==> src/rtl/fp_norm_decoder.sv <==
// fp_norm_decoder: decodes an encoded leading-one position into a one-hot mask
// and a shift amount, then normalizes mantissa/exponent so the leading one lands
// at bit MW-1. Two-stage elastic pipeline with valid/ready on both sides.
module fp_norm_decoder #(
  parameter int MW = 23,
  parameter int PW = 5,
  parameter int EW = 8
) (
  input  logic          clk,
  input  logic          rst_n,
  input  logic          in_valid,
  output logic          in_ready,
  input  logic [PW-1:0] in_pos,
  input  logic          in_nz,
  input  logic [MW-1:0] in_mant,
  input  logic [EW-1:0] in_exp,
  input  logic          in_sign,
  output logic          out_valid,
  input  logic          out_ready,
  output logic [MW-1:0] out_mant,
  output logic [EW-1:0] out_exp,
  output logic          out_sign,
  output logic [MW-1:0] out_onehot,
  output logic          out_zero,
  output logic          out_uf,
  output logic          out_err
);

  // Decoded beat held between the two stages.
  typedef struct packed {
    logic [MW-1:0] onehot;
    logic [PW-1:0] shift;
    logic          err;
    logic          zero;
    logic [MW-1:0] mant;
    logic [EW-1:0] exp;
    logic          sign;
  } dec_t;

  // Normalized result beat presented on the output port.
  typedef struct packed {
    logic [MW-1:0] mant;
    logic [EW-1:0] exp;
    logic          sign;
    logic [MW-1:0] onehot;
    logic          zero;
    logic          uf;
    logic          err;
  } res_t;

  logic s1_valid_q, s1_valid_d;
  logic s2_valid_q, s2_valid_d;
  dec_t s1_q, s1_d, dec;
  res_t s2_q, s2_d, norm;
  logic s1_load, s2_load;

  // Stage 2 frees up when empty or draining; stage 1 frees up when empty or
  // moving into stage 2. Neither depends on in_valid.
  assign s2_load  = !s2_valid_q || out_ready;
  assign s1_load  = !s1_valid_q || s2_load;
  assign in_ready = s1_load;

  // Stage 1 decode: one-hot mask, shift distance and consistency check.
  always_comb begin
    logic          in_range;
    logic [PW:0]   pos_p1;
    // NOTE: every variable gets a default first so no latch is inferred.
    dec      = '0;
    in_range = (in_pos <= PW'(MW - 1));
    pos_p1   = {1'b0, in_pos} + (PW+1)'(1);
    dec.onehot = (in_nz && in_range) ? (MW'(1) << in_pos) : '0;
    dec.shift  = PW'(MW - 1) - in_pos;
    if (in_nz) begin
      // Leading one must exist at in_pos with nothing set above it.
      dec.err = !in_range || ((in_mant & dec.onehot) == '0) ||
                ((in_mant >> pos_p1) != '0);
    end else begin
      dec.err = (in_mant != '0);
    end
    dec.zero = !in_nz;
    dec.mant = in_mant;
    dec.exp  = in_exp;
    dec.sign = in_sign;
  end

  // Stage 2 normalize with priority err > zero > underflow > normal.
  always_comb begin
    norm        = '0;
    norm.sign   = s1_q.sign;
    norm.onehot = s1_q.err ? '0 : s1_q.onehot;
    if (s1_q.err) begin
      norm.err = 1'b1;
    end else if (s1_q.zero) begin
      norm.zero = 1'b1;
    end else if (EW'(s1_q.shift) > s1_q.exp) begin
      norm.uf = 1'b1;
    end else begin
      norm.mant = s1_q.mant << s1_q.shift;
      norm.exp  = s1_q.exp - EW'(s1_q.shift);
    end
  end

  // Next-state for both pipeline registers; data only moves with a valid beat.
  always_comb begin
    s1_valid_d = s1_valid_q;
    s1_d       = s1_q;
    s2_valid_d = s2_valid_q;
    s2_d       = s2_q;
    if (s1_load) begin
      s1_valid_d = in_valid;
      if (in_valid) s1_d = dec;
    end
    if (s2_load) begin
      s2_valid_d = s1_valid_q;
      if (s1_valid_q) s2_d = norm;
    end
  end

  // Pipeline state registers.
  always_ff @(posedge clk or negedge rst_n) begin
    if (!rst_n) begin
      s1_valid_q <= 1'b0;
      s2_valid_q <= 1'b0;
      s1_q       <= '0;
      s2_q       <= '0;
    end else begin
      // NOTE: non-blocking assignments so every flop samples pre-edge values.
      s1_valid_q <= s1_valid_d;
      s2_valid_q <= s2_valid_d;
      s1_q       <= s1_d;
      s2_q       <= s2_d;
    end
  end

  assign out_valid  = s2_valid_q;
  assign out_mant   = s2_q.mant;
  assign out_exp    = s2_q.exp;
  assign out_sign   = s2_q.sign;
  assign out_onehot = s2_q.onehot;
  assign out_zero   = s2_q.zero;
  assign out_uf     = s2_q.uf;
  assign out_err    = s2_q.err;

endmodule

==> config.mk <==
export PLATFORM = sky130hd
export DESIGN_NAME = fp_norm_decoder
export DESIGN_NICKNAME = d
export VERILOG_FILES = /design/src/rtl/fp_norm_decoder.sv
export SDC_FILE = /design/constraint.sdc
export NUM_CORES = 1
export LEC_CHECK = 0
export ABC_AREA = 1
export BUFFER_PORTS_ARGS = -buffer_cell sky130_fd_sc_hd__buf_2
export CORE_UTILIZATION = 41
export CTS_BUF_LIST = sky130_fd_sc_hd__clkbuf_8
export DETAILED_ROUTE_END_ITERATION = 16
export PLACE_DENSITY_LB_ADDON = 0.15
export SETUP_SLACK_MARGIN = 0.02
export SKIP_CTS_REPAIR_TIMING = 1
export SLEW_MARGIN = 40
export SYNTH_ARGS = -nofsm -noshare
export SYNTH_HDL_FRONTEND = slang
export SYNTH_SLANG_ARGS = --single-unit
==> constraint.sdc <==
create_clock -name clk -period 2.3 [get_ports clk]
set_clock_uncertainty 0.15 [all_clocks]
set_input_delay 0.345 -clock clk [delete_from_list [all_inputs] [get_ports clk]]
set_output_delay 0.345 -clock clk [all_outputs]
set_load 0.01 [all_outputs]
### Word level (Yosys, flattened, before mapping)

Index checks and enable logic that the tools add are counted.

* register bits: 122
* bits of input ports: 42
* output and inout port bits: 60
* logic and storage cells: 50

* $add $sub $neg: 3
* magnitude comparators: 2
* shifts and indexed selects: 3
* mux-type cells: 11
* bitwise gates (word level): 1
* reductions and logical operators: 14

Operator list (number)
* $mux 31: 3
* $mux 23: 2
* $reduce_bool 23->1: 2
* $and 23x23->23: 1
* $logic_not 23->1: 1
* $shl 1x5->23 const A: 1
* $shl 23x5->23: 1
* $shr 23x6->23: 1
* $gt 5x8->1: 1
* $sub 8x5->8: 1
* $add 5x1->6 const B: 1
* $le 5x5->1 const B: 1
* $mux 1: 5
* $sub 5x5->5 const A: 1
* $logic_not 1->1: 4
* $logic_or 1x1->1: 4
* $reduce_and 2->1: 2
* $mux 2: 1
* $logic_and 1x1->1: 1

### Longest topological paths before layout

Gate-level depths: netlist of the first run.

* depth in word-level cells: 8
* gate-level depth with buffers: 15
* mapped depth without buffers: 15

### Least setup slack after synthesis of the first run

No wires, ideal clock.

* kind: reg-to-reg
* from: register s1_q[37] (netlist bit)
* to: register s2_q, in the netlist out_mant[4]
* library setup time: 0.126 ns
* arrival: 1.959 ns
* required time: 2.024 ns
* slack: 0.065 ns
* cell stages (with the launch flop): 12
* buffers on the path: 1
* clock period less this slack: 2.235 ns
* path through: dfrtp_1 > inv_1 > clkbuf_1 > ha_1 > a21oi_1 > nand2_1 > nand2_1 > nand4_1 > nand2_2 > inv_4 > nand2_1 > o21ai_1

* word-level cells in the longest chain between the ends: 4
* elaborated cells between the ends (all ways): 5
* those cells by class: order compare: 1; shift: 1; mux: 3

RTL lines
* start, declared: line 53 `dec_t s1_q, s1_d, dec;`
* start signal, assigned: line 124 `s1_q <= '0;`
* start signal, assigned: line 130 `s1_q <= s1_d;`
* $gt 5x8->1 / $shl 23x5->23 (equally long branches): line 95, 98
* $mux 31 (*): line 95 `end else if (EW'(s1_q.shift) > s1_q.exp) begin`
* $mux 31 (*): line 93 `end else if (s1_q.zero) begin`
* $mux 31 (*): line 91 `if (s1_q.err) begin`
* end signal, assigned: line 125 `s2_q <= '0;`
* end signal, assigned: line 131 `s2_q <= s2_d;`
* end, declared: line 54 `res_t s2_q, s2_d, norm;`

Every way passes the cells marked *; elsewhere a longest branch is shown, timed or not.
A chain may end at the register's enable or synchronous reset.

### Worst setup path after layout of the first run

* from: register s1_q[1] (netlist bit)
* to: register s2_q, in the netlist out_mant[16]

* word-level cells in the longest chain between the ends: 4

RTL lines (line)
* $gt 5x8->1: 95
* $mux 31: 95
* $mux 31: 93
* $mux 31: 91

Every way passes these cells.

==> results of run 1 <==
## sequential cells by signal, summed over array words and instances, names as in the netlist
| name | count |
|---|---|
| out_sign | 1 |
| out_mant | 23 |
| norm | 1 |
| out_onehot | 23 |
| out_valid | 1 |
| s1_valid_q | 1 |
| out_err | 1 |
| out_zero | 1 |
| out_uf | 1 |
| out_exp | 8 |
| s1_q | 61 |
## critical path, delay by kind of cell (launching register included)
kind | cells | cell delay [ns]
adder cells (fa/ha/maj) | 2 | 0.49
AO/OA/AOI/OAI | 2 | 0.11
AND/OR/NAND/NOR | 6 | 0.64
buffers and inverters | 3 | 0.26
flip-flops | 1 | 0.36
## Yosys cell counts (3+ instances only)
cell,n
nand2_2,3
buf_1,3
ha_1,10
nor2_1,42
mux2i_1,4
xor2_1,3
buf_2,17
a22o_1,4
clkbuf_1,20
inv_1,75
o211ai_1,9
nand4_1,11
nor4_1,4
dfrtp_1,122
o21ai_1,82
inv_2,12
nand3_1,57
or2_1,4
nor3_1,4
nand2_1,292
a21oi_1,18
o21ai_0,63
## cell families after synthesis
family / after synthesis
AO/OA/AOI/OAI: 179
multiplexers: 4
adder cells (fa/ha/maj): 11
AND/OR/NAND/NOR: 423
flip-flops: 122
XOR/XNOR: 5
buffers and inverters: 131
## path summary, 6_finish.rpt
check / from / to / slack, ns / depth (start not counted)
min in group asynchronous: rst_n / out_sign$_DFFE_PN0P_ / 0.27 / 2
max in group asynchronous: rst_n / s1_q[17]$_DFFE_PN0P_ / 1.09 / 3
max reg2reg: s1_q[1]$_DFFE_PN0P_ / out_mant[16]$_DFFE_PN0P_ / 0.18 / 13
min reg2reg: out_exp[5]$_DFFE_PN0P_ / out_exp[5]$_DFFE_PN0P_ / 0.33 / 2
min: out_ready / out_valid$_DFFE_PN0P_ / 0.03 / 4
max: s1_q[1]$_DFFE_PN0P_ / out_mant[16]$_DFFE_PN0P_ / 0.18 / 13
## through the flow
| step | instances | power [mW] | instance area (um^2) |
|---|---|---|---|
| 2_1_floorplan | 875 | 3.59 | 6520 |
| 3_3_place_gp | 1161 | 4.14 | 7260 |
| 3_5_place_dp | 1161 | 4.15 | 7260 |
| 4_1_cts | 1193 | 5.90 | 7620 |
| 5_1_grt | 1205 | 6.27 | 7740 |
| 6_report | 1205 | 5.88 | 7740 |
## area by class of cell
type,instances,share of cell area
Sequential cell,122,0.394
Multi-Input combinational cell,622,0.380
Timing Repair Buffer,130,0.102
Inverter,88,0.0430
Tap cell,211,0.0341
Clock buffer,18,0.0320
Clock inverter,14,0.0145
## power by group
part / internal (mW) / total, mW / switching [mW] / leakage, nW
Clock: 0.795 / 1.73 / 0.939 / 0.180
Sequential: 2.36 / 2.51 / 0.146 / 1.62
Combinational: 0.561 / 1.63 / 1.07 / 2.21
## layer usage
metal	vias up	track usage	wire length (um)	part of all wire
li1	3042	-	-	-
met1	2771	0.336	8620	0.50
met2	210	0.335	7490	0.43
met3	28	0.0417	1030	0.059
met4	0	0.0678	227	0.013
met5	-	0	0	0
==> metrics.csv, run 1 <==
stage,metric,value,unit
clocking,htree_levels,4,
floorplan,dieHeight,128,um
worst_setup_path,endpoint_kind,flip-flop,
layout,multi_input_area,2950,um^2
worst_setup_path,crit_type,reg -> reg,
min_path,hold_path.class,in -> reg,
layout,layout_common_cells,"nand2_1 (291), dfrtp_1 (122), buf_2 (100), o21ai_1 (82), inv_1 (75)",
sta,finalCritPeriodShare,0.920,
yosys,ys_ff_latch,122,
sta,slew_viol_final,0,
sta,setup_ws,0.184,ns
clocking,cts_root_buf,clkbuf_8,
route,vias_per_cell,5.02,
grt,grt-ovfl-total,0,
sta,hold_viol,0,
floorplan,die_w,128,um
placed_design,routabilityCongestion,0.949,
route,drt-total-wl,17400,um
yosys,synth_compound_area_frac,0.145,
yosys,synth.area.mux_share,0.00614,
grt,first_global_vias,5623,
placed_design,io_buffer_count,101,
clocking,clkSinkCount,122,
yosys,ys_warn_count,0,
sta,hold_slack,0.0302,ns
layout,fin_util,0.504,
route,antenna_left,0,
sta,relSlewSlack,0.591,
sta,setup_violations,0,
yosys,synthXorXnorAreaFrac,0.00672,
layout,nets,1034,
layout,drive_gt1_frac,0.178,
worst_setup_path,cpMaxStageDelayCell,dfrtp_1,
floorplan,row_count,45,
power_and_ir_drop,irDropWorstVdd,0.407,mV
yosys,synth_area,6520,um^2
yosys,synth_flop_cell,dfrtp_1,
yosys,synthesis.nets,928,
yosys,synth_fa_ha_area_frac,0.0223,
floorplan,initial_core_util,0.424,
sta,period_needed,2.12,ns
route,num_vias,6051,
status,run_status,"finished, final reports clean",
yosys,synth.largest_area_cell,dfrtp_1,
route,dr.pass1.iters,5,
grt,track_usage,0.227,
power_and_ir_drop,leakagePower,4.00,nW
floorplan,die_area,16400,um^2
sta,fmax,0.472,GHz
clocking,cts.path.max_buffers,2,
layout,final-seq-area,3050,um^2
power_and_ir_drop,powerDensity,759,nW/um^2
sta,setup_tns,0,ns
grt,grt_first_pass_wirelength,29000,um
worst_setup_path,crit_top_cell,nand2_1,
yosys,synth_cell_type_count,34,
worst_setup_path,critPathRequiredTime,2.48,ns
yosys,synth_cells,875,
layout,area_growth_syn_to_layout,18.8,%
clocking,cts_buffers,17,
placed_design,place_hpwl,12800,um
yosys,synthSimpleGateAreaFrac,0.271,
worst_setup_path,cp_max_fo,8,
grt,grt_max_degree,61,
placed_design,place_ws,0.0366,ns
yosys,async_flop_share,1.00,
yosys,syn_area_per_cell,7.45,um^2
sta,rsz0062_at_grt,no,
floorplan,ios,102,
clocking,tritoncts,done,
worst_setup_path,startpoint_type,flip-flop,
sta,tightest_slew,0.613,ns
route,drtIter0Drc,402,
layout,num_antenna_cells,0,
clocking,clk_latency,0.44,ns
yosys,synth_top_area_frac,0.468,
worst_setup_path,cp_cell_sequence,inv_1 > ha_1 > inv_1 > fa_2 > nand3_1 > nand2_1 > nand2_1 > nand4_1 > nand2_4 > buf_4 > a21oi_1 > o221ai_1 > nand2_1,
layout,nFillCells,1585,
yosys,yosysSeqAreaShare,0.468,
yosys,synth_top_family_by_area,simple AND/OR/NAND/NOR gates,
flow_run,cap_violations,0,
layout,final_common_cell,nand2_1,
clocking,clk_pin_slew_worst_paths,0.08,ns
yosys,synth-edff-count,0,
yosys,yosys-top-cells-area,"dfrtp_1 (47%), nand2_1 (17%), o21ai_1 (6.3%)",
route,drc_errors,0,
worst_setup_path,max_stage_delay,0.36,ns
route,drt-wirelength-per-cell,14.4,um
grt,antenna_found_initial,0,
worst_setup_path,cp.arrival,2.30,ns
floorplan,core,15400,um^2
(Power assumes the default switching activity.)
==> run 2: changes to the inputs <==
--- a/config.mk
+++ b/config.mk
@@ -10,7 +10,7 @@
 export CORE_UTILIZATION = 41
 export CTS_BUF_LIST = sky130_fd_sc_hd__clkbuf_8
 export DETAILED_ROUTE_END_ITERATION = 16
-export PLACE_DENSITY_LB_ADDON = 0.15
+export PLACE_DENSITY = 0.7
 export SETUP_SLACK_MARGIN = 0.02
 export SKIP_CTS_REPAIR_TIMING = 1
 export SLEW_MARGIN = 40
==> run 2 against run 1 <==
  * Critical path depth is the same
  * Cell count is essentially flat
  * Clock power grew 18%
  * Worst hold slack lost 0.024 ns
  * Setup slack lost 0.041 ns
  * Flip-flop and latch count is the same
  * Sequential power is essentially flat
  * Count of clock-buffer cells in the layout shrank 1
  * Total power grew 5.4%
  * Global-route usage shrank 0.19 points
  * Sequential share of layout area shrank 0.40 points
  * Register-to-register slack lost 0.04 ns
  * Critical path type unchanged
  * Critical endpoint is now out_mant[18]$_DFFE_PN0P_
  * Largest cell class unchanged
  * Highest routed layer unchanged
==> metrics.csv, run 2 (synthesis gave the netlist of run 1 again) <==
stage,metric,value,unit,change
placed_design,place_ws,0.0162,ns,-0.0204 ns
route,drt-wirelength-per-cell,14.6,um,+1.1%
clocking,htree_levels,4,,unchanged
power_and_ir_drop,leakagePower,4.04,nW,+0.97%
route,dr.pass1.iters,5,,unchanged
sta,setup_tns,0,ns,unchanged
floorplan,initial_core_util,0.424,,unchanged
sta,hold_viol,0,,unchanged
layout,regMostFlops,s1_q,,
route,num_vias,6138,,+1.4%
worst_setup_path,startpoint_type,flip-flop,,
route,drc_errors,0,,unchanged
worst_setup_path,cp.arrival,2.33,ns,+0.03 ns
clocking,cts.path.max_buffers,2,,unchanged
worst_setup_path,endpoint_kind,flip-flop,,
layout,nFillCells,1539,,-2.9%
power_and_ir_drop,irDropWorstVdd,0.385,mV,-5.4%
layout,nets,1035,,+0.097%
grt,first_global_vias,5605,,-0.32%
worst_setup_path,rrSetupSlack,0.14,ns,-0.04 ns
worst_setup_path,cp_max_fo,8,,unchanged
worst_setup_path,critPathRequiredTime,2.48,ns,about the same
min_path,hold_path.class,in -> reg,,
route,antenna_left,0,,unchanged
clocking,clk_latency,0.44,ns,about the same
grt,track_usage,0.225,,-0.00187
route,drt-total-wl,17600,um,+1.2%
grt,grt-ovfl-total,0,,unchanged
clocking,cts_buffers,17,,unchanged
layout,largest_register_ffs,61,,unchanged
route,drtIter0Drc,501,,+25%
floorplan,die_area,16400,um^2,unchanged
sta,relSlewSlack,0.596,,+0.00520
clocking,cts_root_buf,clkbuf_8,,
worst_setup_path,crit_type,reg -> reg,,
sta,setup_ws,0.143,ns,-0.0408 ns
route,vias_per_cell,5.09,,+1.4%
placed_design,io_buffer_count,101,,unchanged
sta,period_needed,2.16,ns,+0.0408 ns
grt,grt_first_pass_wirelength,28600,um,-1.3%
status,run_status,"finished, final reports clean",,
layout,drive_gt1_frac,0.185,,+0.00686
sta,tightest_slew,0.606,ns,-0.00780 ns
clocking,clkSinkCount,122,,unchanged
sta,setup_violations,0,,unchanged
clocking,clk_pin_slew_worst_paths,0.08,ns,about the same
floorplan,dieHeight,128,um,unchanged
sta,rsz0062_at_grt,no,,
floorplan,core,15400,um^2,unchanged
layout,final_common_cell,nand2_1,,
floorplan,row_count,45,,unchanged
layout,area_growth_syn_to_layout,20.0,%,
sta,fmax,0.464,GHz,-1.9%
floorplan,die_w,128,um,unchanged
grt,grt_max_degree,60,,-1.6%
clocking,tritoncts,done,,
power_and_ir_drop,p_total,6.19,mW,+5.4%
floorplan,ios,102,,unchanged
sta,slew_viol_final,0,,unchanged
layout,num_antenna_cells,0,,unchanged
sta,finalCritPeriodShare,0.938,,+0.0178
layout,layout_common_cells,"nand2_1 (289), dfrtp_1 (122), buf_2 (100), o21ai_1 (82), inv_1 (74)",,
grt,antenna_found_initial,0,,unchanged
placed_design,routabilityCongestion,0.953,,+0.43%
placed_design,place_hpwl,12800,um,-0.16%
flow_run,cap_violations,0,,unchanged
power_and_ir_drop,powerDensity,792,nW/um^2,+4.3%
## run 2: worst paths after layout
path,end,cells past startpoint,from
worst max register to register,out_mant[18]$_DFFE_PN0P_,13,s1_q[1]$_DFFE_PN0P_
min in group asynchronous,out_mant[16]$_DFFE_PN0P_,2,rst_n
worst min register to register,out_mant[15]$_DFFE_PN0P_,2,out_mant[15]$_DFFE_PN0P_
max in group asynchronous,s1_q[57]$_DFFE_PN0P_,3,rst_n
worst min-delay path,s1_q[2]$_DFFE_PN0P_,3,in_exp[1]
worst max-delay path,out_mant[18]$_DFFE_PN0P_,13,s1_q[1]$_DFFE_PN0P_
## run 2: cell type report
class | instances | area, um^2 | area share
Clock buffer | 17 | 234 | 0.0299
Inverter | 88 | 333 | 0.0426
Clock inverter | 15 | 188 | 0.0240
Tap cell | 211 | 264 | 0.0338
Multi-Input combinational cell | 622 | 2970 | 0.379
Sequential cell | 122 | 3050 | 0.390
Timing Repair Buffer | 131 | 782 | 0.100
## run 2: worst max-delay path: stages (launching register included)
cell      delay [ns]
dfrtp_1         0.37
inv_2           0.08
ha_4            0.13
inv_2           0.04
fa_2            0.37
nand3_2         0.07
nand2_2         0.06
nand2_2         0.07
nand4_1         0.17
nand2_4         0.20
buf_6           0.12
a21oi_1         0.03
o211ai_1        0.10
nand2_1         0.08
## run 2: routing by layer
layer | vias up | wire length [um] | part of all wire | global-route usage
li1 | 3053 | - | - | -
met1 | 2834 | 8470 | 0.48 | 0.326
met4 | 0 | 319 | 0.018 | 0.0837
met2 | 221 | 7720 | 0.44 | 0.329
met5 | - | 0 | 0 | 0
met3 | 30 | 1060 | 0.061 | 0.0463
## run 2: report_power, final
group / leakage (nW) / internal, mW / switching, mW
clock network: 0.215 / 1.09 / 0.954
registers: 1.62 / 2.36 / 0.147
logic: 2.21 / 0.563 / 1.08
total: 4.04 / 4.02 / 2.18
## run 2: per-stage QoR
stage / cells / hold slack, ns / utilization / area (um^2)
floorplan: 875 / -0.101 / - / 6520
detailed placement: 1165 / 0.170 / 0.473 / 7280
global placement: 1165 / 0.166 / 0.473 / 7280
finish: 1206 / 0.00637 / 0.509 / 7820
CTS: 1197 / -0.314 / 0.501 / 7700
global route: 1206 / 0.00463 / 0.509 / 7820
==> run 3: changes to the inputs <==
==> constraint.sdc (replaced) <==
create_clock -name clk -period 2.3 [get_ports clk]
set_clock_uncertainty 0.15 [all_clocks]
set_input_delay 0.345 -clock clk [delete_from_list [all_inputs] [get_ports clk]]
set_output_delay 0.345 -clock clk [all_outputs]
set_load 0.1 [all_outputs]
==> run 3 against run 2 <==
  * The flow now finishes with violations (hold timing)
  * Sequential power about the same
  * Sequential share of layout area decreased by 0.21 points
  * Combinational power up 49%
  * Critical path type unchanged
  * Critical endpoint unchanged
==> metrics.csv, run 3 (synthesis gave the netlist of run 1 again) <==
stage,metric,value,unit,change
grt,track_usage,0.229,,+0.00394
status,violations,hold timing,,
placed_design,routabilityCongestion,0.927,,-2.7%
floorplan,core,15400,um^2,unchanged
sta,setup_violations,0,,unchanged
flow_run,cap_violations,0,,unchanged
min_path,hold_path.class,in -> reg,,
route,vias_per_cell,5.11,,+0.44%
layout,multi_input_area,2970,um^2,+0.17%
worst_setup_path,cp_max_fo,7,,-1
route,num_vias,6206,,+1.1%
floorplan,ios,102,,unchanged
placed_design,post_dp_cell_area,7330,um^2,+0.77%
sta,hold_viol,1,,+1
sta,relSlewSlack,0.569,,-0.0273
layout,num_antenna_cells,0,,unchanged
clocking,cts_buffers,17,,unchanged
sta,fmax,0.461,GHz,-0.63%
route,wl_met3,1050,um,-1.3%
layout,final_common_cell,nand2_1,,
worst_setup_path,r2r_cells,13,,unchanged
route,drt-total-wl,17900,um,+1.6%
route,wl_met1,8640,um,+2.0%
route,dr_wl_met2,7850,um,+1.6%
route,drc_errors,0,,unchanged
layout,fin_util,0.512,,+0.00301
route,top_layer_used,met4,,
sta,hold_slack,-0.00220,ns,-0.00858 ns
worst_setup_path,cp.arrival,2.35,ns,+0.02 ns
layout,nets,1043,,+0.77%
layout,drive_gt1_frac,0.187,,+0.00251
worst_setup_path,critPathRequiredTime,2.48,ns,about the same
worst_setup_path,startpoint_type,flip-flop,,
floorplan,initial_core_util,0.424,,unchanged
sta,slew_viol_final,0,,unchanged
power_and_ir_drop,leakagePower,4.05,nW,+0.25%
worst_setup_path,crit_type,reg -> reg,,
sta,tightest_slew,0.647,ns,+0.0410 ns
layout,nFillCells,1555,,+1.0%
floorplan,row_count,45,,unchanged
placed_design,place_inst,1167,,+0.17%
grt,antenna_found_initial,0,,unchanged
clocking,clkSinkCount,122,,unchanged
route,dr.pass1.iters,5,,unchanged
layout,regMostFlops,s1_q,,
clocking,cts_root_buf,clkbuf_8,,
sta,period_needed,2.17,ns,+0.0137 ns
sta,finalCritPeriodShare,0.944,,+0.00597
route,drtIter0Drc,495,,-1.2%
power_and_ir_drop,powerDensity,857,nW/um^2,+8.2%
layout,largest_register_ffs,61,,unchanged
placed_design,io_buffer_count,101,,unchanged
layout,fin_area,7870,um^2,+0.59%
layout,area_growth_syn_to_layout,20.7,%,
clocking,clk_latency,0.47,ns,+0.03 ns
grt,grt_first_pass_wirelength,29000,um,+1.3%
route,drt-wirelength-per-cell,14.7,um,+0.94%
clocking,cts.path.max_buffers,2,,unchanged
layout,instances_no_fill,1214,,+0.66%
min_path,whs_path_depth,3,,unchanged
layout,final-seq-area,3050,um^2,about the same
placed_design,place_hpwl,13000,um,+1.8%
worst_setup_path,endpoint_kind,flip-flop,,
grt,grt_max_degree,66,,+10%
route,antenna_left,0,,unchanged
status,run_status,"finished, violations left",,
clocking,tritoncts,done,,
floorplan,dieHeight,128,um,unchanged
clocking,htree_levels,4,,unchanged
floorplan,die_w,128,um,unchanged
grt,first_global_vias,5601,,-0.071%
clocking,clk_pin_slew_worst_paths,0.07,ns,about the same
grt,grt-ovfl-total,0,,unchanged
floorplan,die_area,16400,um^2,unchanged
layout,layout_common_cells,"nand2_1 (290), dfrtp_1 (121), buf_2 (100), o21ai_1 (83), inv_1 (75)",,
power_and_ir_drop,irDropWorstVdd,0.512,mV,+33%
run 3: where the power goes:
| group | switching [mW] | leakage (nW) | internal (mW) |
|---|---|---|---|
| clock network | 0.942 | 0.177 | 0.850 |
| registers | 0.146 | 1.61 | 2.36 |
| logic | 1.86 | 2.26 | 0.584 |
| total | 2.95 | 4.05 | 3.80 |
run 3: path summary, 6_finish.rpt:
| path | from | end | slack [ns] |
|---|---|---|---|
| worst min register to register | out_exp[5]$_DFFE_PN0P_ | out_exp[5]$_DFFE_PN0P_ | 0.33 |
| worst max register to register | s1_q[1]$_DFFE_PN0P_ | out_mant[18]$_DFFE_PN0P_ | 0.13 |
| worst min-delay path | in_exp[5] | s1_q[6]$_DFFE_PN0P_ | -0.002 |
| min in group asynchronous | rst_n | out_mant[1]$_DFFE_PN0P_ | 0.27 |
| max in group asynchronous | rst_n | out_uf$_DFFE_PN0P_ | 1.17 |
| worst max-delay path | s1_q[1]$_DFFE_PN0P_ | out_mant[18]$_DFFE_PN0P_ | 0.13 |
run 3: per-stage QoR:
step,total power [mW],hold WS (ns),setup TNS [ns],worst slack [ns]
6_report,6.74,-0.00220,0,0.129
5_1_grt,7.13,0.00856,-0.00579,-0.00579
4_1_cts,6.72,-0.271,-0.0108,-0.00744
3_5_place_dp,4.92,0.221,0,0.0322
3_3_place_gp,4.90,0.222,0,0.108
2_1_floorplan,4.35,-0.101,0,0.0648
run 3: area by class of cell:
type	instances	share of cell area
repair buffers	139	0.112
inverters	88	0.0426
clock inverters	15	0.0164
flip-flops and latches	122	0.388
clock buffers	17	0.0297
multi-input cells	622	0.378
well taps	211	0.0336
run 3: layer usage:
layer	GRT usage	up-vias
li1	-	3058
met1	0.334	2888
met2	0.331	230
met3	0.0526	30
met4	0.0796	0
met5	0	-
run 3: worst max-delay path, stage by stage, from the launching register on:
cell and delay [ns]:
dfrtp_1 0.37, inv_2 0.09, ha_4 0.14, inv_2 0.04
fa_2 0.35, nand3_1 0.07, nand2_1 0.08, nand2_2 0.09
nand4_1 0.16, nand2_4 0.20, buf_6 0.12, a21oi_1 0.03
o211ai_1 0.09, nand2_1 0.07
